`config.mk`:
```
export PLATFORM = sky130hd
export DESIGN_NAME = pipeline_stall_controller
export DESIGN_NICKNAME = d
export VERILOG_FILES = /design/src/rtl/pipeline_stall_controller_pkg.sv /design/src/rtl/pipeline_stall_controller_sat_counter.sv /design/src/rtl/pipeline_stall_controller.sv
export SDC_FILE = /design/constraint.sdc
export NUM_CORES = 1
export LEC_CHECK = 0
export CAP_MARGIN = 30
export CORE_ASPECT_RATIO = 1.25
export CORE_MARGIN = 4
export CORE_UTILIZATION = 33
export CTS_BUF_LIST = sky130_fd_sc_hd__clkbuf_4
export DETAILED_ROUTE_END_ITERATION = 16
export GPL_TIMING_DRIVEN = 0
export PLACE_DENSITY = 0.88
export SLEW_MARGIN = 40
export SYNTH_ARGS = -nofsm -noshare
export SYNTH_HDL_FRONTEND = slang
export SYNTH_HIERARCHICAL = 1
export SYNTH_SLANG_ARGS = --single-unit
```
`constraint.sdc`:
```
create_clock -name clk -period 4.69 [get_ports clk]
set_clock_uncertainty 0.2 [all_clocks]
set_input_delay 0.938 -clock clk [delete_from_list [all_inputs] [get_ports clk]]
set_output_delay 0.938 -clock clk [all_outputs]
set_load 0.01 [all_outputs]
```
`src/rtl/pipeline_stall_controller_pkg.sv`:
```
// Shared definitions for the pipeline stall/flush sequencer: FSM state
// encodings and the priority-source codes that select the output pattern.
package pipeline_stall_controller_pkg;

  typedef enum logic [1:0] {
    ST_RUN        = 2'd0,
    ST_MEM_WAIT   = 2'd1,
    ST_HALT_DRAIN = 2'd2,
    ST_HALTED     = 2'd3
  } pipe_state_e;

  // Which condition won arbitration this cycle; the output pattern is a
  // pure function of this code.
  typedef enum logic [3:0] {
    SRC_RUN      = 4'd0,  // normal advance
    SRC_RESET    = 4'd1,  // reset held: everything quiet
    SRC_FREEZE   = 4'd2,  // D-mem access outstanding
    SRC_FLUSH    = 4'd3,  // EX mispredict
    SRC_LOAD_USE = 4'd4,  // load-use bubble
    SRC_HALT     = 4'd5,  // halting ecall seen in ID
    SRC_IMEM     = 4'd6,  // fetch data not valid
    SRC_DRAIN    = 4'd7,  // retiring instructions ahead of halt
    SRC_HALTED   = 4'd8   // pipeline parked
  } stall_src_e;

endpackage

```
`src/rtl/pipeline_stall_controller_sat_counter.sv`:
```
// Saturating event counter: increments on inc, sticks at all-ones.
module pipeline_stall_controller_sat_counter #(
  parameter int CNT_W = 32
) (
  input  logic             clk,
  input  logic             reset,
  input  logic             inc,
  output logic [CNT_W-1:0] count
);

  logic [CNT_W-1:0] count_q, count_d;

  // Next count: hold at all-ones instead of wrapping.
  always_comb begin
    count_d = count_q;
    if (inc && (count_q != {CNT_W{1'b1}})) count_d = count_q + 1'b1;
  end

  // Count register with synchronous reset.
  always_ff @(posedge clk) begin
    if (reset) count_q <= '0;
    else       count_q <= count_d;
  end

  assign count = count_q;

endmodule

```
`src/rtl/pipeline_stall_controller.sv`:
```
// Central stall/flush sequencer for the 5-stage pipeline.
// Optional feature macro: STALL_PERF_CNT_EN builds the three saturating
// stall-cycle counters; without it the count ports are tied to zero.
// Handshake note: this block has no valid/ready pairs of its own. dmem_req
// with dmem_ready low means the MEM access is outstanding and the whole
// pipeline freezes; the cycle dmem_ready rises is a normal working cycle.
module pipeline_stall_controller
  import pipeline_stall_controller_pkg::*;
#(
  parameter int HALT_DRAIN_CYCLES = 3,
  parameter int CNT_W             = 32
) (
  input  logic             clk,
  input  logic             reset,
  input  logic [4:0]       IF_ID_rs1,
  input  logic [4:0]       IF_ID_rs2,
  input  logic             IF_ID_use_rs1,
  input  logic             IF_ID_use_rs2,
  input  logic [4:0]       ID_EX_rd,
  input  logic             ID_EX_mem_read,
  input  logic             EX_mispredict,
  input  logic             ID_halt,
  input  logic             imem_ready,
  input  logic             dmem_req,
  input  logic             dmem_ready,
  output logic             pc_write,
  output logic             IF_ID_write,
  output logic             ID_EX_write,
  output logic             EX_MEM_write,
  output logic             MEM_WB_write,
  output logic             IF_ID_flush,
  output logic             ID_EX_flush,
  output logic             is_stall,
  output logic             halted,
  output logic [CNT_W-1:0] cnt_load_use,
  output logic [CNT_W-1:0] cnt_mem_wait,
  output logic [CNT_W-1:0] cnt_flush,
  output logic [1:0]       dbg_state
);

  localparam int DRAIN_W = $clog2(HALT_DRAIN_CYCLES + 1);

  pipe_state_e        state_q, state_d;
  pipe_state_e        ret_q, ret_d;      // state to resume after MEM_WAIT
  logic [DRAIN_W-1:0] drain_q, drain_d;
  pipe_state_e        eff_state;
  stall_src_e         src;
  logic               freeze;
  logic               load_use;

  // State, return-state and drain-counter registers.
  always_ff @(posedge clk) begin
    if (reset) begin
      state_q <= ST_RUN;
      ret_q   <= ST_RUN;
      drain_q <= '0;
    end else begin
      state_q <= state_d;
      ret_q   <= ret_d;
      drain_q <= drain_d;
    end
  end

  // Arbitration and next state. MEM_WAIT is evaluated as the state it
  // interrupted, so the cycle the access completes is not lost.
  always_comb begin
    freeze    = dmem_req & ~dmem_ready;
    eff_state = (state_q == ST_MEM_WAIT) ? ret_q : state_q;
    load_use  = ID_EX_mem_read & (ID_EX_rd != 5'd0) &
                ((IF_ID_use_rs1 & (IF_ID_rs1 == ID_EX_rd)) |
                 (IF_ID_use_rs2 & (IF_ID_rs2 == ID_EX_rd)));
    src     = SRC_RUN;
    state_d = state_q;
    ret_d   = ret_q;
    drain_d = drain_q;
    if (reset) begin
      src     = SRC_RESET;
      state_d = ST_RUN;
      ret_d   = ST_RUN;
      drain_d = '0;
    end else if (eff_state == ST_HALTED) begin
      src     = SRC_HALTED;
    end else if (freeze) begin
      src     = SRC_FREEZE;
      state_d = ST_MEM_WAIT;
      ret_d   = eff_state;
    end else if (eff_state == ST_HALT_DRAIN) begin
      src     = SRC_DRAIN;
      drain_d = drain_q - 1'b1;
      state_d = (drain_q <= DRAIN_W'(1)) ? ST_HALTED : ST_HALT_DRAIN;
    end else begin
      state_d = ST_RUN;
      if (EX_mispredict)   src = SRC_FLUSH;
      else if (load_use)   src = SRC_LOAD_USE;
      else if (ID_halt) begin
        src     = SRC_HALT;
        state_d = ST_HALT_DRAIN;
        drain_d = DRAIN_W'(HALT_DRAIN_CYCLES);
      end
      else if (!imem_ready) src = SRC_IMEM;
      else                  src = SRC_RUN;
    end
  end

  // Stage enables and flushes decoded from the winning source.
  always_comb begin
    pc_write     = 1'b0;
    IF_ID_write  = 1'b0;
    ID_EX_write  = 1'b0;
    EX_MEM_write = 1'b0;
    MEM_WB_write = 1'b0;
    IF_ID_flush  = 1'b0;
    ID_EX_flush  = 1'b0;
    halted       = 1'b0;
    case (src)
      SRC_RUN: begin
        {pc_write, IF_ID_write, ID_EX_write, EX_MEM_write, MEM_WB_write} = 5'b11111;
      end
      SRC_FLUSH: begin
        {pc_write, IF_ID_write, ID_EX_write, EX_MEM_write, MEM_WB_write} = 5'b11111;
        IF_ID_flush = 1'b1;
        ID_EX_flush = 1'b1;
      end
      SRC_LOAD_USE: begin
        {ID_EX_write, EX_MEM_write, MEM_WB_write} = 3'b111;
        ID_EX_flush = 1'b1;
      end
      SRC_HALT, SRC_IMEM, SRC_DRAIN: begin
        {IF_ID_write, ID_EX_write, EX_MEM_write, MEM_WB_write} = 4'b1111;
        IF_ID_flush = 1'b1;
      end
      SRC_HALTED: halted = 1'b1;
      default: ;
    endcase
    is_stall = ~pc_write & ~halted & ~reset;
  end

  assign dbg_state = state_q;

`ifdef STALL_PERF_CNT_EN
  logic inc_load_use, inc_mem_wait, inc_flush;
  assign inc_load_use = (src == SRC_LOAD_USE);
  assign inc_mem_wait = (src == SRC_FREEZE);
  assign inc_flush    = (src == SRC_FLUSH);

  pipeline_stall_controller_sat_counter #(.CNT_W(CNT_W)) u_cnt_load_use (
    .clk(clk), .reset(reset), .inc(inc_load_use), .count(cnt_load_use));
  pipeline_stall_controller_sat_counter #(.CNT_W(CNT_W)) u_cnt_mem_wait (
    .clk(clk), .reset(reset), .inc(inc_mem_wait), .count(cnt_mem_wait));
  pipeline_stall_controller_sat_counter #(.CNT_W(CNT_W)) u_cnt_flush (
    .clk(clk), .reset(reset), .inc(inc_flush), .count(cnt_flush));
`else
  assign cnt_load_use = '0;
  assign cnt_mem_wait = '0;
  assign cnt_flush    = '0;
`endif

endmodule

```
; Yosys cells after proc, flatten, opt, wreduce, memory -nomap -nowiden
; Index checks and enable logic that the tools add are counted.
[op_classes]
n_mux = 25
reduce_logical = 10
n_eq_ne = 13
magnitude_cmp = 1
addsub = 1
bitwise = 14
[op_table]
columns = op, count
row1 = 2-bit two-way mux, 10
row2 = 3-bit two-way mux, 6
row3 = "4-bit by 3-bit == test with 1-bit output, second input constant", 4
row4 = 5-bit == test, 2
row5 = 4-bit two-way mux, 2
row6 = 1-bit bitwise AND, 7
row7 = 1-bit two-way mux, 7
row8 = 1-bit inverter, 6
row9 = 6-bit OR reduction, 1
row10 = 5-bit AND reduction, 1
row11 = 5-bit nonzero test, 1
row12 = 5-bit OR reduction, 1
row13 = "2-bit == test, second input constant", 2
row14 = "4-bit by 2-bit == test with 1-bit output, second input constant", 1
row15 = "4-bit == test, second input constant", 1
row16 = 4-bit logical NOT, 1
row17 = "2-bit by 1-bit != test with 1-bit output, second input constant", 2
row18 = 2-bit OR reduction, 2
row19 = 4-bit OR reduction, 1
row20 = "2-bit by 1-bit == test with 1-bit output, second input constant", 1
row21 = "2-bit by 1-bit <= comparator with 1-bit output, second input constant", 1
row22 = 2-bit AND reduction, 1
row23 = 2-bit nonzero test, 1
row24 = "2-bit by 1-bit subtractor with 2-bit output, second input constant", 1
row25 = 1-bit bitwise OR, 1
[word_totals]
reg_bits = 6
input_bits = 25

; Depth between registers and ports, before layout
; Gate-level depths: netlist (run 1).
[logic_depth]
word_depth = 16
depth_mapped = 8
mapped_depth_nobuf = 7

; Worst setup path after synthesis (run 1)
; No wires, ideal clock.
[synth_timing]
kind = input-to-output
start = input ID_EX_rd[1]
end = output IF_ID_write
stages = 6
t_required_ps = 3552
setup_slack_ps = 1169
arrival_ps = 2383
path_cell_list = or4_1 o21ai_2 o2111a_1 nor2_1 or3_1 o211ai_1
[synth_via]
elab_chain_len = 13
[synth_lines]
columns = element, line
row1 = start: declaration, pipeline_stall_controller.sv:19  ; input logic [4:0] ID_EX_rd,
row2 = "5-bit == test, on equally long branches", "pipeline_stall_controller.sv:70, pipeline_stall_controller.sv:71"
row3 = "1-bit bitwise AND, on equally long branches", "pipeline_stall_controller.sv:70, pipeline_stall_controller.sv:71"
row4 = 1-bit bitwise OR, pipeline_stall_controller.sv:70  ; ((IF_ID_use_rs1 & (IF_ID_rs1 == ID_EX_rd)) |
row5 = 1-bit bitwise AND (*), pipeline_stall_controller.sv:69  ; load_use = ID_EX_mem_read & (ID_EX_rd != 5'd0) &
row6 = 3-bit two-way mux (*), pipeline_stall_controller.sv:94  ; else if (load_use) src = SRC_LOAD_USE;
row7 = 3-bit two-way mux (*), pipeline_stall_controller.sv:93  ; if (EX_mispredict) src = SRC_FLUSH;
row8 = 3-bit two-way mux (*), pipeline_stall_controller.sv:87  ; end else if (eff_state == ST_HALT_DRAIN) begin
row9 = 3-bit two-way mux (*), pipeline_stall_controller.sv:83  ; end else if (freeze) begin
row10 = 4-bit two-way mux (*), pipeline_stall_controller.sv:81  ; end else if (eff_state == ST_HALTED) begin
row11 = 4-bit two-way mux (*), pipeline_stall_controller.sv:76  ; if (reset) begin
row12 = 4-bit by 2-bit == test with 1-bit output (tied with other cells), pipeline_stall_controller.sv:115  ; case (src)
row13 = 5-bit OR reduction (no line) (*), -
row14 = 1-bit two-way mux (*), pipeline_stall_controller.sv:115
row15 = end: declaration, pipeline_stall_controller.sv:27  ; output logic IF_ID_write,
; Mark *: on every way between the ends. The rest lies on a longest branch, timed or not.

; Worst setup path after layout (run 1)
[layout_timing]
start = input ID_EX_rd[1]
end = output pc_write
[layout_via]
elab_chain_len = 13
[layout_lines]
columns = element, line
row1 = "5-bit == test, on equally long branches", "pipeline_stall_controller.sv:70, pipeline_stall_controller.sv:71"
row2 = "1-bit bitwise AND, on equally long branches", "pipeline_stall_controller.sv:70, pipeline_stall_controller.sv:71"
row3 = 1-bit bitwise OR, pipeline_stall_controller.sv:70
row4 = 1-bit bitwise AND (*), pipeline_stall_controller.sv:69
row5 = 3-bit two-way mux (*), pipeline_stall_controller.sv:94
row6 = 3-bit two-way mux (*), pipeline_stall_controller.sv:93
row7 = 3-bit two-way mux (*), pipeline_stall_controller.sv:87
row8 = 3-bit two-way mux (*), pipeline_stall_controller.sv:83
row9 = 4-bit two-way mux (*), pipeline_stall_controller.sv:81
row10 = 4-bit two-way mux (*), pipeline_stall_controller.sv:76
row11 = 4-bit by 2-bit == test with 1-bit output or 4-bit logical NOT (tied branches), pipeline_stall_controller.sv:115
row12 = 2-bit OR reduction (no line) (*), -
row13 = 1-bit two-way mux (*), pipeline_stall_controller.sv:115
row14 = end: declaration, pipeline_stall_controller.sv:26  ; output logic pc_write,
; Marks and branches as above.

==> results of run 1 <==
## registers in the layout, indices dropped and copies added (netlist names)
| register | count |
|---|---|
| dbg_state | 2 |
| drain_q | 2 |
| ret_q | 2 |
## worst max-delay path: cells and delay by family
family / cells / cell delay (ns)
compound gates: 5 / 0.76
buf+inv: 2 / 1.00
simple gates: 2 / 0.70
## cells by family (layout without fill, tap and decap cells)
logic type               Yosys count  after routing  synth area share [%]
buffers and inverters            103            142                  55.6
flip-flops                         6              6                  8.83
XOR/XNOR                          10             10                  6.44
adder cells (fa/ha/maj)            1              1                 0.920
multiplexers                       2              2                  1.47
AND/OR/NAND/NOR                   29             29                  12.1
AO/OA/AOI/OAI                     26             26                  14.4
other                              1             96                 0.276
## power by group through the flow
| stage | Sequential, mW | Combinational (mW) | Clock [mW] |
|---|---|---|---|
| floorplan | 0.0574 | 0.139 | 0 |
| global placement | 0.0572 | 0.187 | 0 |
| detailed placement | 0.0574 | 0.188 | 0 |
| CTS | 0.0564 | 0.189 | 0.0524 |
| global route | 0.0567 | 0.212 | 0.0520 |
| finish | 0.0563 | 0.194 | 0.0513 |
## how the worst max path moves through the flow
stage | from | to | slack [ns]
2_1_floorplan | ID_EX_rd[1] | IF_ID_write | 1.17
3_3_place_gp | ID_EX_rd[1] | IF_ID_write | 0.05
3_5_place_dp | ID_EX_rd[4] | IF_ID_write | 0.02
4_1_cts | ID_EX_rd[4] | IF_ID_write | 0.005
5_1_grt | ID_EX_rd[1] | pc_write | 0.02
6_report | ID_EX_rd[1] | pc_write | 0.16
## per-stage QoR
| step | utilization [%] | hold slack [ns] |
|---|---|---|
| finish | 56.1 | 0.301 |
| CTS | 55.6 | 0.306 |
| global placement | 55.0 | 0.294 |
| global route | 56.1 | 0.339 |
| floorplan | - | 0.275 |
| detailed placement | 55.0 | 0.299 |
## routing by layer
layer | vias to the layer above | wire (um)
met4 | 0 | 44
met3 | 5 | 487
met5 | - | 0
met1 | 506 | 916
met2 | 88 | 1750
li1 | 659 | -
## timing repair
action,CTS,global route
setup buffers,0,1
setup endpoints to repair,0,5
hold endpoints to repair,0,0
gates resized for setup,0,6
## cell type report
type	count	area, um^2	share of cell area [%]
inverters	3	11.3	0.518
plain buffers	100	744	34.2
multi-input cells	164	841	38.7
repair buffers	36	368	16.9
clock buffers	3	22.5	1.04
well taps	54	67.6	3.11
flip-flops and latches	6	120	5.52
## cells in the final DEF, fill, tap and decap left out, types with 2 or more instances in the layout
cell type        Yosys  final
buf_4               98     99
conb_1               1     96
clkdlybuf4s50_1      0     31
nand2_1              9      9
xor2_1               8      8
a21oi_1              7      7
dfxtp_1              6      6
nor2_1               5      5
dlymetal6s2s_1       0      4
inv_1                3      3
clkbuf_4             0      3
a21o_1               2      2
o21ai_2              2      2
xnor2_1              2      2
nand2b_1             2      2
or3_1                2      2
a21boi_0             2      2
nand3_1              2      2
o21ai_1              0      2
mux2i_1              2      2
==> insert_results.sql, run 1 <==
INSERT INTO impl_metrics (metric_group, metric, value, unit) VALUES
('outcome', 'outcome', 'finished, final reports clean', ''),
('route', 'viasPerCell', '3.44', ''),
('floorplanning', 'initial_core_util', '35.1', '%'),
('worst_setup_path', 'slowest_delay', '0.56', 'ns'),
('power_and_ir_drop', 'power.internal', '0.189', 'mW'),
('worst_setup_path', 'cp-start-kind', 'input port', ''),
('global_routing', 'maximum_number_of_pins_on_one_net_before_global_route_repair', '11', ''),
('clock_network', 'cts.hold.buffers_added', '0', ''),
('route', 'wl_per_cell', '8.73', 'um'),
('power_and_ir_drop', 'irDropWorstVdd', '0.0000571', 'V'),
('timing', 'fin_setup_tns', '0', 'ns'),
('timing', 'grt_setup_unrepaired', 'false', ''),
('clock_network', 'root_buf_cell', 'clkbuf_4', ''),
('synth', 'yosys-top-cells-count', '98 x buf_4, 9 x nand2_1, 8 x xor2_1', ''),
('worst_setup_path', 'worstSetupPathType', 'in -> out', ''),
('synth', 'ys_async_sr_fraction', '0', '%'),
('placement', 'hpwl', '2940', 'um'),
('global_routing', 'grt_pass1_vias', '1151', ''),
('timing', 'finish_stage_setup_viols', '0', ''),
('synth', 'synthMostInstantiatedCell', 'buf_4', ''),
('layout', 'post-route-cell-area', '0.00217', 'mm^2'),
('worst_setup_path', 'worstReg2RegEnd', 'drain_q[1]$_SDFFE_PP0P_', ''),
('clock_network', 'cts_max_level', '1', ''),
('placement', 'gp_routability_congestion', '0.779', ''),
('floorplanning', 'die_area', '0.00522', 'mm^2'),
('route', 'ant_nets', '0', ''),
('min_path', 'worst_hold_path_type', 'reg -> reg', ''),
('power_and_ir_drop', 'totalPowerFinal', '0.302', 'mW'),
('power_and_ir_drop', 'power.share.clock', '17.0', '%'),
('worst_setup_path', 'worst-r2r-setup-slack', '2.23', 'ns'),
('global_routing', 'grt_pass1_wl', '4590', 'um'),
('synth', 'yosysWarningCount', '6', ''),
('clock_network', 'clock-sinks', '6', ''),
('clock_network', 'cts_buffer_depth', '2', ''),
('synth', 'synth_top_cell_area_share', '54.1', '%'),
('synth', 'synth_cells', '178', ''),
('route', 'drc', '0', ''),
('min_path', 'min_from', 'drain_q[1]$_SDFFE_PP0P_', ''),
('synth', 'postSynthRegisterBits', '6', ''),
('power_and_ir_drop', 'power.leakage', '1.31', 'nW'),
('clock_network', 'worst_skew_pair.late_latency', '0.26', 'ns'),
('worst_setup_path', 'cell_with_the_largest_stage_delay_on_the_worst_path', 'or4_1', ''),
('worst_setup_path', 'end_kind', 'output pin', ''),
('min_path', 'timing.hold.worst_path_depth', '2', ''),
('timing', 'slew_viol_final', '0', ''),
('route', 'detailroute.via_count', '1258', ''),
('synth', 'yosysUniqueCellTypes', '39', ''),
('worst_setup_path', 'ff2ff_path_depth', '8', ''),
('global_routing', 'grt_use_met1', '8.88', '%'),
('synth', 'syn_avg_cell_area', '7.64', 'um^2'),
('synth', 'seq_area_frac_synth', '8.83', '%'),
('layout', 'final-instance-count-excl-fill', '366', ''),
('placement', 'buffer_ports.inserted', '35', ''),
('global_routing', 'grt_util_met2', '22.7', '%'),
('global_routing', 'global_route.usage.total', '11.0', '%'),
('layout', 'final_layout_size_suffix_gt1_share', '35.9', '%'),
('job', 'timing.max_cap.violations', '0', ''),
('global_routing', 'grt-ovfl-total', '0', ''),
('power_and_ir_drop', 'combinational_share_of_power', '64.3', '%'),
('timing', 'min_period', '4.53', 'ns'),
('global_routing', 'antenna_found_initial', '0', ''),
('clock_network', 'tritoncts', 'yes', ''),
('timing', 'fmax', '221', 'MHz'),
('route', 'drt-pass1-iter-count', '4', ''),
('placement', 'dpl.cell_count', '362', ''),
('worst_setup_path', 'peak_fanout_along_the_critical_path', '5', ''),
('route', 'aggregate_routed_wire_length', '3200', 'um'),
('placement', 'pre_cts_ws', '0.0180', 'ns'),
('global_routing', 'globalRoute.busiestLayer', 'met2', ''),
('floorplanning', 'core_outline_area', '0.00388', 'mm^2'),
('layout', 'synthToLayoutAreaGrowth', '59.9', '%');
No activity file was read; power rests on OpenSTA's default activity.
==> inputs of run 2 (changes only) <==
- CAP_MARGIN: 30 -> 25
==> results of run 2 <==
The final DEF is identical to that of run 1; final timing and power are the same.
